$ cat src/rtl/sat_bin_pkg.sv
// sat_bin_pkg: shared definitions for the clause-bin BCP controller.
//   VAR_W          width of one variable field {implied, val[1:0]}
//   VAL_*          two-bit value encodings (11 is reserved and reads as free)
//   result_t       result codes reported to the bin scheduler
//   bcp_state_t    controller FSM states
package sat_bin_pkg;

  localparam int unsigned VAR_W = 3;

  localparam logic [1:0] VAL_FREE  = 2'b00;
  localparam logic [1:0] VAL_FALSE = 2'b01;
  localparam logic [1:0] VAL_TRUE  = 2'b10;

  typedef enum logic [1:0] {
    RES_UNDET    = 2'b00,
    RES_SAT      = 2'b01,
    RES_CONFLICT = 2'b10,
    RES_TIMEOUT  = 2'b11
  } result_t;

  typedef enum logic [2:0] {
    ST_IDLE,
    ST_LOAD,
    ST_EVAL,
    ST_MERGE,
    ST_CONFL,
    ST_DONE
  } bcp_state_t;

endpackage

$ cat src/rtl/bin_imp_merge.sv
// bin_imp_merge: combinational merge of the implications returned by every
// clause cell against the current bin variable table.
//   cell_val    per-cell implication tables, cell 0 in the MSBs
//   tbl         current variable table
//   new_imp     per-variable mask of implications on free variables
//   merged_val  table with new implications written in (implied bit set)
//   contra      true/false collision, or implication disagreeing with an
//               assigned table value
//   any_new     at least one new implication
module bin_imp_merge
  import sat_bin_pkg::*;
#(
  parameter int unsigned NUM_CLAUSES = 8,
  parameter int unsigned NUM_LITS    = 8
) (
  input  logic [NUM_CLAUSES*NUM_LITS*VAR_W-1:0] cell_val,
  input  logic [NUM_LITS*VAR_W-1:0]             tbl,
  output logic [NUM_LITS-1:0]                   new_imp,
  output logic [NUM_LITS*VAR_W-1:0]             merged_val,
  output logic                                  contra,
  output logic                                  any_new
);

  localparam int unsigned TW = NUM_LITS * VAR_W;

  logic [NUM_LITS-1:0] imp_t;
  logic [NUM_LITS-1:0] imp_f;
  logic [NUM_LITS-1:0] assigned;
  logic [NUM_LITS-1:0] mism;
  // The implied bit of a cell report carries no information for the merge.
  logic                unused_implied;

  always_comb begin
    imp_t          = '0;
    imp_f          = '0;
    unused_implied = 1'b0;
    for (int unsigned c = 0; c < NUM_CLAUSES; c++) begin
      for (int unsigned v = 0; v < NUM_LITS; v++) begin
        // Reserved (11) matches neither value, so it is ignored as free.
        if (cell_val[(NUM_CLAUSES-1-c)*TW + v*VAR_W +: 2] == VAL_TRUE)
          imp_t[v] = 1'b1;
        if (cell_val[(NUM_CLAUSES-1-c)*TW + v*VAR_W +: 2] == VAL_FALSE)
          imp_f[v] = 1'b1;
        unused_implied = unused_implied ^ cell_val[(NUM_CLAUSES-1-c)*TW + v*VAR_W + 2];
      end
    end
  end

  always_comb begin
    assigned   = '0;
    new_imp    = '0;
    mism       = '0;
    merged_val = tbl;
    for (int unsigned v = 0; v < NUM_LITS; v++) begin
      assigned[v] = (tbl[v*VAR_W +: 2] == VAL_TRUE) || (tbl[v*VAR_W +: 2] == VAL_FALSE);
      new_imp[v]  = !assigned[v] && (imp_t[v] || imp_f[v]);
      mism[v]     = (imp_t[v] && imp_f[v]) ||
                    (assigned[v] && imp_t[v] && (tbl[v*VAR_W +: 2] != VAL_TRUE)) ||
                    (assigned[v] && imp_f[v] && (tbl[v*VAR_W +: 2] != VAL_FALSE));
      if (new_imp[v])
        merged_val[v*VAR_W +: VAR_W] = {1'b1, (imp_t[v] ? VAL_TRUE : VAL_FALSE)};
    end
    contra  = |mism;
    any_new = |new_imp;
  end

endmodule

$ cat src/rtl/bin_bcp_ctrl.sv
// bin_bcp_ctrl: sequences Boolean constraint propagation over one clause bin.
// Broadcasts the variable table to the cells (wr_o), strobes implication
// evaluation (imp_drv_o), merges the returned implications and iterates until
// a fixpoint, a conflict or the round limit, then pulses done_o with result_o.
//   clk, rst           clock, synchronous active-high reset
//   start_i, vars_i    begin a run with the given initial table (IDLE only)
//   busy_o             high in every state except IDLE
//   done_o             one-cycle completion pulse
//   result_o, vars_o   result code and final table, held until next done_o
//   wr_o, var_value_o  table broadcast strobe and table to the cells
//   imp_drv_o          implication evaluate strobe
//   var_value_i        per-cell implications, cell 0 in the MSBs
//   clausesat_i        per-cell satisfied flags
//   cclause_i          per-cell conflict flags
//   cclause_drv_o      conflict-clause drive strobe
module bin_bcp_ctrl
  import sat_bin_pkg::*;
#(
  parameter int unsigned NUM_CLAUSES = 8,
  parameter int unsigned NUM_LITS    = 8,
  parameter int unsigned MAX_ITER    = 16
) (
  input  logic                                  clk,
  input  logic                                  rst,
  input  logic                                  start_i,
  input  logic [NUM_LITS*3-1:0]                 vars_i,
  output logic                                  busy_o,
  output logic                                  done_o,
  output logic [1:0]                            result_o,
  output logic [NUM_LITS*3-1:0]                 vars_o,
  output logic                                  wr_o,
  output logic [NUM_LITS*3-1:0]                 var_value_o,
  output logic                                  imp_drv_o,
  input  logic [NUM_CLAUSES*NUM_LITS*3-1:0]     var_value_i,
  input  logic [NUM_CLAUSES-1:0]                clausesat_i,
  input  logic [NUM_CLAUSES-1:0]                cclause_i,
  output logic                                  cclause_drv_o
);

  localparam int unsigned TW = NUM_LITS * VAR_W;
  localparam int unsigned IW = (MAX_ITER > 1) ? $clog2(MAX_ITER) : 1;

  bcp_state_t      state;
  bcp_state_t      state_nxt;
  logic [TW-1:0]   tbl;
  logic [IW-1:0]   iter;
  result_t         result_q;
  result_t         merge_res;
  logic [TW-1:0]   vars_q;

  // Per-variable mask is not needed by the sequencer; any_new summarises it.
  logic [NUM_LITS-1:0] new_imp_unused;
  logic [TW-1:0]       merged_val;
  logic                contra;
  logic                any_new;
  logic                last_round;

  bin_imp_merge #(
    .NUM_CLAUSES (NUM_CLAUSES),
    .NUM_LITS    (NUM_LITS)
  ) u_merge (
    .cell_val   (var_value_i),
    .tbl        (tbl),
    .new_imp    (new_imp_unused),
    .merged_val (merged_val),
    .contra     (contra),
    .any_new    (any_new)
  );

  assign last_round = (iter == IW'(MAX_ITER - 1));

  always_comb begin
    state_nxt = state;
    merge_res = RES_UNDET;
    case (state)
      ST_IDLE:  if (start_i) state_nxt = ST_LOAD;
      ST_LOAD:  state_nxt = ST_EVAL;
      ST_EVAL:  state_nxt = ST_MERGE;
      ST_MERGE: begin
        if ((|cclause_i) || contra) begin
          state_nxt = ST_CONFL;
        end else if (!any_new) begin
          state_nxt = ST_DONE;
          merge_res = (&clausesat_i) ? RES_SAT : RES_UNDET;
        end else if (last_round) begin
          state_nxt = ST_DONE;
          merge_res = RES_TIMEOUT;
        end else begin
          state_nxt = ST_LOAD;
        end
      end
      ST_CONFL: state_nxt = ST_DONE;
      ST_DONE:  state_nxt = ST_IDLE;
      default:  state_nxt = ST_IDLE;
    endcase
  end

  always_ff @(posedge clk) begin
    if (rst) begin
      state    <= ST_IDLE;
      tbl      <= '0;
      iter     <= '0;
      result_q <= RES_UNDET;
      vars_q   <= '0;
    end else begin
      state <= state_nxt;
      case (state)
        ST_IDLE: begin
          if (start_i) begin
            tbl  <= vars_i;
            iter <= '0;
          end
        end
        ST_MERGE: begin
          if (state_nxt == ST_LOAD) begin
            tbl  <= merged_val;
            iter <= iter + 1'b1;
          end
          // Timeout leaves the table as it was before this round.
          if (state_nxt == ST_DONE) begin
            result_q <= merge_res;
            vars_q   <= tbl;
          end
        end
        ST_CONFL: begin
          result_q <= RES_CONFLICT;
          vars_q   <= tbl;
        end
        default: ;
      endcase
    end
  end

  assign busy_o        = (state != ST_IDLE);
  assign done_o        = (state == ST_DONE);
  assign wr_o          = (state == ST_LOAD);
  assign imp_drv_o     = (state == ST_EVAL);
  assign cclause_drv_o = (state == ST_CONFL);
  assign var_value_o   = tbl;
  assign result_o      = result_q;
  assign vars_o        = vars_q;

endmodule

$ cat config.mk
export PLATFORM = sky130hd
export DESIGN_NAME = bin_bcp_ctrl
export DESIGN_NICKNAME = d
export VERILOG_FILES = /design/src/rtl/sat_bin_pkg.sv /design/src/rtl/bin_imp_merge.sv /design/src/rtl/bin_bcp_ctrl.sv
export SDC_FILE = /design/constraint.sdc
export NUM_CORES = 1
export LEC_CHECK = 0
export BUFFER_PORTS_ARGS = -buffer_cell sky130_fd_sc_hd__buf_4
export CAP_MARGIN = 20
export CORE_AREA = 2 2 114 116
export CTS_CLUSTER_SIZE = 12
export DETAILED_ROUTE_END_ITERATION = 16
export DIE_AREA = 0 0 116 118
export PLACE_DENSITY_LB_ADDON = 0.15
export SETUP_SLACK_MARGIN = 0.05
export SLEW_MARGIN = 5
export SYNTH_ARGS = -nofsm -noshare
export SYNTH_HDL_FRONTEND = slang
export SYNTH_HIERARCHICAL = 1
export SYNTH_SLANG_ARGS = --single-unit
$ cat constraint.sdc
create_clock -name clk -period 7.6 [get_ports clk]
set_input_delay 2.28 -clock clk [delete_from_list [all_inputs] [get_ports clk]]
set_output_delay 2.28 -clock clk [all_outputs]
set_load 0.1 [all_outputs]
# ---- Word-level counts from Yosys, hierarchy flattened
# Cells that the tools add are included.
dict set report op_classes {
  add_sub_neg 1
  n_eq_ne 179
  muxes 163
  n_reduce_logical 107
}
# cell count
set op_table {}
lappend op_table {{$eq 2x1->1 const B} 72}
lappend op_table {{$eq 2x2->1 const B} 72}
lappend op_table {{$mux 1} 129}
lappend op_table {{$pmux 24 s2} 2}
lappend op_table {{$mux 24} 3}
lappend op_table {{$logic_and 1x1->1} 48}
lappend op_table {{$ne 2x2->1 const B} 19}
lappend op_table {{$mux 3} 12}
lappend op_table {{$logic_or 1x1->1} 33}
lappend op_table {{$reduce_and 4->1} 8}
lappend op_table {{$mux 2} 12}
lappend op_table {{$reduce_or 8->1} 3}
lappend op_table {{$ne 2x1->1 const B} 8}
lappend op_table {{$pmux 3 s5} 1}
lappend op_table {{$eq 3x3->1 const B} 3}
lappend op_table {{$logic_not 1->1} 8}
lappend op_table {{$mux 4} 2}
lappend op_table {{$pmux 4 s2} 1}
lappend op_table {{$reduce_and 8->1} 1}
lappend op_table {{$eq 3x1->1 const B} 2}
lappend op_table {{$eq 3x2->1 const B} 2}
lappend op_table {{$add 4x1->4 const B} 1}
lappend op_table {{$eq 4x4->1 const B} 1}
lappend op_table {{$pmux 2 s2} 1}
lappend op_table {{other kinds (5)} 6}
dict set report totals {
  ff_bits 57
  in_bits 235
  word_cells 462
}

# ---- Longest topological paths before layout
dict set report depth {
  word_depth 20
  mapped_depth 13
}

# ---- Cells and area by module
# Netlist, hierarchy kept.
# mod instances cells_each area_per_inst_um2 seq_area_each_um2
set modules_own_cells {}
lappend modules_own_cells {bin_bcp_ctrl 1 276 2831.5 1141.1}
lappend modules_own_cells {bin_imp_merge 1 258 1565.3 0.0}

# ---- Least setup slack after synthesis
# No wires, ideal clock.
dict set report synth_timing {
  path_type {register to output}
  startpoint {reg state[0]}
  endpoint {out wr_o}
  arrival_ns 2.666
  t_required_ns 5.320
  path_slack_ns 2.654
  stages_incl_launch_ff 3
  n_path_buf 1
  path_cell_list {dfxtp_1 -> clkbuf_2 -> nor3b_1}
}
dict set report synth_via {
  elab_chain_len 1
}
# item line
set synth_rtl {}
lappend synth_rtl {{start: declaration} bin_bcp_ctrl.sv:43} ;# bcp_state_t state;
lappend synth_rtl {{start signal: assignment} bin_bcp_ctrl.sv:106} ;# state <= state_nxt;
lappend synth_rtl {{$eq 3x1->1} bin_bcp_ctrl.sv:136} ;# assign wr_o = (state == ST_LOAD);
lappend synth_rtl {{end: declaration} bin_bcp_ctrl.sv:31} ;# output logic wr_o,
# No other way between the ends.

# ---- Final worst setup path
dict set report layout_timing {
  startpoint {in var_value_i[120]}
  endpoint {reg iter[0]}
}
dict set report layout_via {
  elab_chain_len 18
}
# item line
set layout_rtl {}
lappend layout_rtl {{start: declaration} bin_bcp_ctrl.sv:34} ;# input logic [NUM_CLAUSES*NUM_LITS*3-1:0] var_value_i,
lappend layout_rtl {{$eq 2x2->1} bin_imp_merge.sv:40} ;# if (cell_val[(NUM_CLAUSES-1-c)*TW + v*VAR_W +: 2] == VAL_TRUE)
lappend layout_rtl {{$mux 1 (6 in a row)} bin_imp_merge.sv:40}
lappend layout_rtl {{$logic_and 1x1->1 (2 in a row)} bin_imp_merge.sv:58} ;# (assigned[v] && imp_t[v] && (tbl[v*VAR_W +: 2] != VAL_TRUE)) ||
lappend layout_rtl {{$logic_or 1x1->1} bin_imp_merge.sv:57} ;# mism[v] = (imp_t[v] && imp_f[v]) ||
lappend layout_rtl {{$logic_or 1x1->1 *} bin_imp_merge.sv:58}
lappend layout_rtl {{$reduce_or 8->1 *} bin_imp_merge.sv:63} ;# contra = |mism;
lappend layout_rtl {{via contra} bin_bcp_ctrl.sv:54} ;# logic contra;
lappend layout_rtl {{$logic_or 1x1->1 *} bin_bcp_ctrl.sv:80} ;# if ((|cclause_i) || contra) begin
lappend layout_rtl {{$mux 3 *} bin_bcp_ctrl.sv:80}
lappend layout_rtl {{$pmux 3 s5 *} bin_bcp_ctrl.sv:75} ;# case (state)
lappend layout_rtl {{$eq 3x1->1 *} bin_bcp_ctrl.sv:115} ;# if (state_nxt == ST_LOAD) begin
lappend layout_rtl {{$ne 2x2->1 (no source line) *} --}
lappend layout_rtl {{$reduce_and 3->1 (no source line) *} --}
lappend layout_rtl {{end signal: assignment} bin_bcp_ctrl.sv:117} ;# iter <= iter + 1'b1;
lappend layout_rtl {{end: declaration} bin_bcp_ctrl.sv:46} ;# logic [IW-1:0] iter;
# Mark *: on every way through the listed nets, which the timed path passes. The rest lies on a longest branch.
# A chain may end at the register's enable or synchronous reset.

==> key figures <==
Run status
  – Status: finished, final reports clean

Final layout
  – Fin area: 0.006507 mm^2
  – Post-layout util: 0.5242
  – Cell Count, Final, Fillers Out: 928
  – Antenna diode count: 0
  – Proportion of layout cells with a drive suffix above 1: 0.3783
  – Fillers: 1204
  – Fin nets: 1003
  – Syn-to-layout area delta: 48.13%

Detailed routing
  – Final wirelength: 13990 um
  – Via density: 5.113
  – Wire length per cell: 15.07 um
  – DRT iter0 DRCs: 245
  – Vias: 4745
  – Post-route ant nets: 0
  – DRC Markers: 0
  – Drt first pass iters: 7

Timing
  – Maximum clock frequency: 193.1 MHz
  – PnR worst setup slack: 2.420 ns
  – Finish-stage setup viols: 0
  – Final Hold Fails: 0
  – Final min period: 5.180 ns
  – Relative slew slack: 0.3388
  – Pins Over Slew Limit: 0
  – Setup TNS: 0 ns
  – Period utilization: 0.6815
  – Worst hold margin: 0.4760 ns
  – Worst-margin pin slew: 0.9918 ns
  – Clock Skew: 0.005480 ns
  – RSZ-0062 raised after global routing: false

Global route
  – First-pass GRT wire length: 22120 um
  – Vias in the first global route: 4659
  – GR Util All Layers: 0.2013
  – Initial antenna violation count: 0
  – Gr ovfl total: 0
  – Largest net degree at the start of global routing: 83

Critical path
  – CP startpoint kind: input pin
  – Required @ worst endpoint: 7.77 ns
  – CP peak stage delay: 0.65 ns
  – Worst r2r path cells: 10
  – Endpoint class of the critical path: register
  – CP max-delay cell: nor4_1
  – Worst r2r src: var_value_o[18]$_SDFFE_PP0P_
  – R2r endpoint: iter[0]$_SDFFE_PP0P_
  – Worst-path cell chain: buf_4 > inv_1 > o22ai_1 > nor4_1 > a21oi_1 > a2111oi_2 > nand4_1 > nor2_1 > nand4_4 > o21ai_4 > o21ai_0
  – Buf/Inv on CP: 2
  – WS Path Type: in -> reg
  – Top cell family by delay on the critical path: compound AO/OA/AOI/OAI gates
  – Critical path arrival: 5.35 ns
  – R2r setup slk: 4.30 ns
  – Worst-path maximum fanout: 15

Job
  – Max cap viols: 0

Clock tree
  – Worst skew pair latency: 0.32 ns
  – CTS root buf: clkbuf_16
  – CTS tree: built
  – CTS buffer count: 9
  – Clk slew on worst S/H paths: 0.05 ns
  – Sink Count: 57
  – CTS max path bufs: 2
  – Cts repair resizes: 0
  – Hold_buf cts: 0
  – Max H-tree Level: 3
  – Post-CTS Setup Inserts: 0

Placement
  – Port buffer count: 225
  – Area after DPL: 0.006176 mm^2
  – Post-DP HPWL: 11180 um
  – Place WS: 2.058 ns
  – DP Cell Count: 911
  – Placer Congestion: 0.8182

Hold path
  – Hold Crit Start: vars_o[12]$_SDFFE_PP0P_
  – Hold Crit Class: reg -> reg
  – Worst Hold Endpoint: vars_o[12]$_SDFFE_PP0P_
  – Hold path depth: 2

Die
  – Io pins: 290
  – Cell Rows: 41
  – Chip Height: 118 um
  – Initial core utilization: 0.3539
  – Die area: 0.01369 mm^2
  – Die width: 116 um
  – Core Footprint: 0.01241 mm^2

Synthesis
  – Mapped Cells: 533
  – Synth Net Count: 785
  – Synth Warn #: 6
  – Synthesized area per cell: 8.242 um^2
  – Post-Syn Area: 0.004393 mm^2

Power and ir drop
  – LEAKAGE: 3.195 nW
  – Peak VDD IR: 0.1144 mV
  – Total power: 1.172 mW
  – Cell Pwr Density: 180.1 mW/mm^2
[sequential cells by signal (all words and copies together), names as in the netlist]
signal       cells
vars_o          24
var_value_o     24
result_o         2
state            3
iter             4
[area by class of cell]
class                   count  area, um^2  share of cell area
inverters                  80       300.3             0.04614
flip-flops and latches     57        1141              0.1754
multi-input cells         376        2823              0.4338
clock inverters             6       82.58             0.01269
well taps                 172       215.2             0.03307
clock buffers              10       229.0             0.03519
repair buffers            227        1717              0.2638
[worst register-to-register path, stage by stage, from the launching register on]
cell,delay (ns)
dfxtp_1,0.41
inv_1,0.09
ha_1,0.34
nor2_1,0.05
o31a_1,0.30
a2111oi_2,0.34
nand4_1,0.21
nor2_1,0.34
nand4_4,0.22
o21ai_4,0.64
o21ai_0,0.21
[how the worst max path moves through the flow]
stage | slack [ns] | endpoint | cells after the start | startpoint
2_1_floorplan | 2.65 | wr_o | 2 | state[0]$_SDFF_PP0_
3_3_place_gp | 2.14 | iter[0]$_SDFFE_PP0P_ | 11 | var_value_i[186]
3_5_place_dp | 2.06 | iter[0]$_SDFFE_PP0P_ | 11 | var_value_i[120]
4_1_cts | 2.40 | iter[0]$_SDFFE_PP0P_ | 11 | var_value_i[120]
5_1_grt | 2.21 | iter[0]$_SDFFE_PP0P_ | 11 | var_value_i[120]
6_report | 2.42 | iter[0]$_SDFFE_PP0P_ | 11 | var_value_i[120]
[layer usage]
metal | vias up | track usage | part of all wire
li1 | 2325 | - | -
met5 | - | 0 | 0
met1 | 2222 | 0.2498 | 0.43
met3 | 13 | 0.05973 | 0.077
met4 | 0 | 0.03795 | 0.0093
met2 | 185 | 0.3447 | 0.48
[placed cells by master (no fill, tap or decap), types with 2 or more instances in the layout]
cell type,n
a2111o_1,2
a21boi_0,2
a21boi_1,4
a21oi_1,10
a22oi_1,28
a31oi_1,2
and4_1,7
buf_4,226
bufinv_16,2
clkbuf_16,9
clkinv_2,3
dfxtp_1,57
ha_1,17
inv_1,79
mux2i_1,73
nand2_1,15
nand2b_1,53
nand3_1,5
nand3b_1,2
nand4_1,5
nand4b_1,2
nor2_1,12
nor2b_1,6
nor3_1,3
nor3b_1,2
nor4_1,6
o211ai_1,3
o21a_1,7
o21ai_0,12
o21ai_1,2
o22ai_1,30
o31a_1,2
o31ai_1,3
o32ai_1,2
o41ai_1,2
or2_2,36
or3_1,2
or4_1,5
[power breakdown]
group	switching (mW)	leakage (nW)	internal [mW]
Sequential	0.0188	0.463	0.315
Combinational	0.248	2.58	0.163
Clock	0.143	0.152	0.285
Total	0.409	3.19	0.763
(Power assumes the default switching activity.)
